**src/rtl/alu_req_sequencer.sv**
```systemverilog
// rtl/alu_req_sequencer.sv - two-requester round-robin front end for the hierarchical ALU
module alu_req_sequencer #(
  parameter int IN_WIDTH  = 8,
  parameter int OUT_WIDTH = 16
) (
  input  logic                 clk,
  input  logic                 RST,
  input  logic                 req0,
  input  logic                 req1,
  input  logic [3:0]           fun0,
  input  logic [3:0]           fun1,
  input  logic [IN_WIDTH-1:0]  a0,
  input  logic [IN_WIDTH-1:0]  b0,
  input  logic [IN_WIDTH-1:0]  a1,
  input  logic [IN_WIDTH-1:0]  b1,
  output logic                 gnt0,
  output logic                 gnt1,
  output logic [IN_WIDTH-1:0]  ALU_A,
  output logic [IN_WIDTH-1:0]  ALU_B,
  output logic [1:0]           ALU_FUN,
  output logic                 Arith_Enable,
  output logic                 Logic_Enable,
  output logic                 CMP_Enable,
  output logic                 SHIFT_Enable,
  input  logic [OUT_WIDTH-1:0] ALU_OUT,
  input  logic                 ALU_Flag,
  output logic                 rsp_valid,
  input  logic                 rsp_ready,
  output logic                 rsp_id,
  output logic [OUT_WIDTH-1:0] rsp_data,
  output logic                 rsp_err
);

  typedef enum logic [1:0] {IDLE, ISSUE, WAIT, RESP} state_t;

  state_t                r_state;
  state_t                w_next;
  logic                  r_ptr;      // id granted last; reset to 1 so req0 wins the first tie
  logic                  r_id;       // owner of the operation in flight
  logic [1:0]            r_unit;
  logic [IN_WIDTH-1:0]   r_a;
  logic [IN_WIDTH-1:0]   r_b;
  logic [1:0]            r_fun;
  logic [OUT_WIDTH-1:0]  r_data;
  logic                  r_err;
  logic                  w_any;
  logic                  w_win;      // 1 when requester 1 wins this arbitration
  logic                  w_start;

  assign w_any   = req0 | req1;
  assign w_win   = req1 & (~req0 | ~r_ptr);
  assign w_start = (r_state == IDLE) && w_any;

  // Operand registers feed the ALU directly, so they naturally hold outside ISSUE.
  assign ALU_A    = r_a;
  assign ALU_B    = r_b;
  assign ALU_FUN  = r_fun;
  assign rsp_id   = r_id;
  assign rsp_data = r_data;
  assign rsp_err  = r_err;

  // State register
  always_ff @(posedge clk or negedge RST) begin
    if (!RST) r_state <= IDLE;
    else      r_state <= w_next;
  end

  // Next-state decode plus grant, unit-enable and response-valid outputs
  always_comb begin
    w_next       = r_state;
    gnt0         = 1'b0;
    gnt1         = 1'b0;
    Arith_Enable = 1'b0;
    Logic_Enable = 1'b0;
    CMP_Enable   = 1'b0;
    SHIFT_Enable = 1'b0;
    rsp_valid    = 1'b0;
    case (r_state)
      IDLE: begin
        if (w_any) w_next = ISSUE;
      end
      ISSUE: begin
        gnt0   = ~r_id;
        gnt1   = r_id;
        case (r_unit)
          2'b00:   Arith_Enable = 1'b1;
          2'b01:   Logic_Enable = 1'b1;
          2'b10:   CMP_Enable   = 1'b1;
          default: SHIFT_Enable = 1'b1;
        endcase
        w_next = WAIT;
      end
      WAIT: begin
        w_next = RESP;
      end
      RESP: begin
        rsp_valid = 1'b1;
        if (rsp_ready) w_next = IDLE;
      end
      default: w_next = IDLE;
    endcase
  end

  // Latch the winner's command, capture the unit result, advance the round-robin pointer
  always_ff @(posedge clk or negedge RST) begin
    if (!RST) begin
      r_ptr  <= 1'b1;
      r_id   <= 1'b0;
      r_unit <= 2'b00;
      r_a    <= '0;
      r_b    <= '0;
      r_fun  <= 2'b00;
      r_data <= '0;
      r_err  <= 1'b0;
    end else begin
      if (w_start) begin
        r_id   <= w_win;
        r_unit <= w_win ? fun1[3:2] : fun0[3:2];
        r_fun  <= w_win ? fun1[1:0] : fun0[1:0];
        r_a    <= w_win ? a1 : a0;
        r_b    <= w_win ? b1 : b0;
      end
      if (r_state == WAIT) begin
        r_data <= ALU_OUT;
        r_err  <= ~ALU_Flag;
      end
      if ((r_state == RESP) && rsp_ready) begin
        r_ptr <= r_id;
      end
    end
  end

endmodule

```
**config.mk**
```make
export PLATFORM = sky130hd
export DESIGN_NAME = alu_req_sequencer
export DESIGN_NICKNAME = d
export VERILOG_FILES = /design/src/rtl/alu_req_sequencer.sv
export SDC_FILE = /design/constraint.sdc
export NUM_CORES = 1
export LEC_CHECK = 0
export BUFFER_PORTS_ARGS = -buffer_cell sky130_fd_sc_hd__buf_4
export CAP_MARGIN = 20
export CORE_ASPECT_RATIO = 0.6
export CORE_MARGIN = 2
export CORE_UTILIZATION = 48
export DETAILED_ROUTE_END_ITERATION = 10
export PLACE_DENSITY = 0.85
export SLEW_MARGIN = 25
export SYNTH_ARGS = -nofsm -noshare
export SYNTH_HDL_FRONTEND = slang
export SYNTH_SLANG_ARGS = --single-unit
```
**constraint.sdc**
```tcl
create_clock -name clk -period 3.58 [get_ports clk]
set_clock_uncertainty 0.2 [all_clocks]
set_input_delay 0.358 -clock clk [delete_from_list [all_inputs] [get_ports clk]]
set_output_delay 0.358 -clock clk [all_outputs]
set_load 0.05 [all_outputs]
```
## After elaboration in Yosys (flattened, before gate mapping)

Cells that the tools add are included.

- Equal/unequal tests: 7
- Muxes and demuxes: 18
- Bitwise operators: 7
- Reduce and logical (&&, ||, !) cells: 6

Operators by type and width:

| kind | number |
|---|---|
| $mux W8 | 2 |
| $mux W1 | 11 |
| $mux W2 | 4 |
| $pmux W2 S4 | 1 |
| $eq A2 B2 Y1 const B | 3 |
| $eq A2 B1 Y1 const B | 2 |
| $logic_not A2 Y1 | 2 |
| $ne A2 B2 Y1 const B | 2 |
| $not A1 Y1 | 4 |
| $reduce_or A3 Y1 | 1 |
| $logic_and A1 B1 Y1 | 2 |
| $or A1 B1 Y1 | 2 |
| $reduce_and A2 Y1 | 1 |
| $and A1 B1 Y1 | 1 |

- Register bits: 41
- Input bits: 62
- Output and inout port bits: 43
- Word-level logic and storage cells: 47

## Logic depth before layout (Yosys ltp)

- Depth after elaboration: 4
- Gate-level depth with buffers: 6

## Least setup slack after synthesis

OpenSTA, ideal clock, no wires.

- Path kind: reg2out
- Start point: register r_state[1]
- End point: output port Arith_Enable
- Arrival: 1.829 ns
- Data required time: 3.022 ns
- Slack: 1.193 ns
- Stages on the path, launching flop included: 4
- Path buffers: 0
- Path through: dfrtp_1 > inv_1 > ha_1 > nor3b_1

- Longest elaborated chain between the ends: 2

RTL lines:

| item | line | source |
|---|---|---|
| start: declaration | 36 | `state_t r_state;` |
| start signal: assignment | 65 | `else r_state <= w_next;` |
| $eq A2 B1 Y1 | 78 | `case (r_state)` |
| $mux W1 | 78 |  |
| end: declaration | 21 | `output logic Arith_Enable,` |

No other way between the ends.

## Worst setup path in the final report

Same ends and word-level chain as after synthesis.

==> results_dict.tcl <==
set metrics [dict create \
    yosys.area_share.simple_pct 10.7 \
    synth_cells 174 \
    design_area_um2 2790 \
    cpPeakStageDelay_ns 0.42 \
    start_kind "register" \
    antenna-diode-count 0 \
    dp_hpwl_um 3360 \
    slowest_stage "dfrtp_1" \
    violations "DRC" \
    drc_errors 8 \
    max_slew.worst_pin.slew_ns 0.825 \
    ctsHoldBuffers 1 \
    syn_to_final_growth_pct 44.7 \
    fin_util_pct 74.1 \
    maxCapViolCount 0 \
    max-clock-path-buffers 2 \
    status "finished with violations" \
    fillers 279 \
    start_util_pct 51.2 \
    via_per_inst 5.07 \
    clock-sinks 41 \
    regArea_um2 1030 \
    finalNetCount 342 \
    clock_latency_ns 0.28 \
    clk_pin_slew_ns 0.08 \
    syn_nets 240 \
    first_pass_iters 9 \
    finalCritPeriodShare_pct 57.3 \
    seq_area_frac_synth_pct 53.3 \
    post_cts_buffers 0 \
    worstSetupPathType "register to primary output" \
    num_vias 1644 \
    cp.arrival_ns 1.49 \
    required_ns 3.02 \
    final_common_cell "buf_4" \
    path_cells "inv_1 -> ha_1 -> nor3b_1 -> buf_4" \
    cts_buffers 5 \
    maxSlewHeadroom_pct 45.0 \
    drive_gt1_share_pct 55.2 \
    die_area_um2 4550 \
    cts_resized 0 \
    cts_tree "done" \
    p_per_area_nw_per_um2 1100 \
    post_dp_cell_area_um2 2690 \
    yosys_warnings 0 \
    synthAdderAreaFrac_pct 2.60 \
    cts-htree-levels 2 \
    rows 17 \
    p_int_mw 1.49 \
    leakage_nw 1.35 \
    totalWireLength_um 4520 \
    crit_fanout 6 \
    critPathCaptureType "primary output" \
    antenna_found_initial 0 \
    min_period_ns 2.05 \
    drt_iter0_drc 72 \
    fin_tns_setup_ns 0 \
    synth_mux_area_share_pct 11.0 \
    ant_nets 0 \
    gp_congestion 0.769 \
    wl_per_cell_um 14.0 \
    fmax_mhz 487 \
    final_cell_mix "buf_4 (104), dfrtp_1 (40), a21oi_1 (23), nand2_1 (22), nor2_1 (22)" \
    port_buffers 104 \
    grt_pass1_vias 1591 \
    setup_viol 0 \
    dieWidth_um 85.8 \
    switching_share_pct 51.3 \
    p_comb_share_pct 62.4 \
    synth_compound_area_share_pct 17.5 \
    p_sw_mw 1.57 \
    fp.dieH_um 53.1 \
    synth_xor_area_share_pct 0 \
    syn_area_per_cell_um2 11.1 \
    io_pins 105 \
    finalMaxSlewViolations 0 \
    synth_top_family_by_area "compound AO/OA/AOI/OAI gates" \
    gr-total-overflow 0 \
    hp-class "primary input to register" \
    synthDistinctLibCells 25 \
    clock_power_share_pct 9.5 \
    core-area_um2 3760 \
    ir_worst_vdd_v 0.000861 \
    ys_seq_elements 41 \
    multi_input_area_um2 815 \
    mappedNetlistArea_um2 1930 \
    grt_use_total_pct 20.9 \
    rsz0062_at_grt "false" \
    seqPwrFrac_pct 28.1 \
    root_buffer "clkbuf_8" \
    grt_pass1_wl_um 7260 \
    grt_max_degree 42 \
    hold_viol 0 \
]
==> logic make-up after synthesis <==
family | Yosys count
buf+inv | 13
compound gates | 47
flops | 41
fa+ha+maj | 4
mux | 19
simple gates | 50
==> synth_stat cells <==
| master | number | area, µm² |
|---|---|---|
| mux2i_1 | 1 | 10.0 |
| nor2_1 | 22 | 82.6 |
| a21boi_4 | 1 | 18.8 |
| ha_1 | 4 | 50.1 |
| clkbuf_4 | 1 | 7.51 |
| a21oi_2 | 18 | 158 |
| and3_1 | 1 | 6.26 |
| nor2b_1 | 2 | 12.5 |
| a21bo_2 | 1 | 10.0 |
| buf_2 | 2 | 10.0 |
| nor3b_1 | 1 | 7.51 |
| buf_6 | 3 | 33.8 |
| dfstp_2 | 1 | 26.3 |
| mux2_2 | 18 | 203 |
| nand2_1 | 22 | 82.6 |
| a21oi_1 | 23 | 115 |
| dfrtp_1 | 40 | 1000 |
| o21ai_2 | 1 | 8.76 |
| o32a_1 | 1 | 10.0 |
| and3b_1 | 1 | 8.76 |
| and2_1 | 1 | 6.26 |
| inv_1 | 3 | 11.3 |
| o21a_1 | 1 | 7.51 |
| buf_4 | 4 | 30.0 |
| a22o_2 | 1 | 10.0 |
==> registers in the layout, indices dropped and copies added, names as in the netlist <==
| register | cells |
|---|---|
| ALU_A | 8 |
| r_unit | 2 |
| r_ptr | 1 |
| rsp_err | 1 |
| rsp_id | 1 |
| ALU_FUN | 2 |
| r_state | 2 |
| ALU_B | 8 |
| rsp_data | 16 |
==> path summary, 6_finish.rpt <==
| kind | slack [ns] | startpoint | end | cells after the start |
|---|---|---|---|---|
| worst min register to register | 0.31 | rsp_data[3] | rsp_data[3] | 1 |
| worst min-delay path | 0.03 | ALU_Flag | rsp_err | 2 |
| min in group asynchronous | 0.39 | RST | ALU_A[3] | 2 |
| worst max register to register | 1.61 | r_state[0] | r_unit[1] | 5 |
| worst max-delay path | 1.53 | r_state[1] | Arith_Enable | 4 |
| max in group asynchronous | 2.43 | RST | r_ptr | 2 |
==> power groups by stage <==
stage	Clock, mW	Sequential, mW	Combinational [mW]
2_1_floorplan	0	1.57	0.683
3_3_place_gp	0	0.860	1.90
3_5_place_dp	0	0.864	1.92
4_1_cts	0.299	0.862	1.92
5_1_grt	0.325	0.890	2.01
6_report	0.289	0.861	1.91
==> final cells by class <==
class	instances	share of cell area, %
clock buffers	5	2.47
clock inverters	3	0.628
inverters	3	0.404
multi-input cells	120	29.2
flip-flops and latches	41	36.8
well taps	47	2.11
repair buffers	105	28.4
==> per-layer routing <==
metal	wire length (µm)	vias to the layer above	GRT usage (%)
met4	40	0	6.08
met3	541	6	7.80
met2	1940	79	33.3
met1	2000	769	26.9
met5	0	-	0
li1	-	790	-
==> critical path, delay by kind of cell, from the launching register on <==
kind          cells  cell delay [ns]
flops             1             0.42
simple gates      1             0.23
buf+inv           2             0.33
fa+ha+maj         1             0.24
==> through the flow <==
step	instances	hold WS, ns	power [mW]	setup slack [ns]
2_1_floorplan	174	-0.138	2.25	1.19
3_3_place_gp	315	0.168	2.76	1.67
3_5_place_dp	315	0.168	2.79	1.63
4_1_cts	324	0.0277	3.08	1.51
5_1_grt	324	0.0205	3.23	1.44
6_report	324	0.0348	3.06	1.53
(Power assumes the default switching activity.)
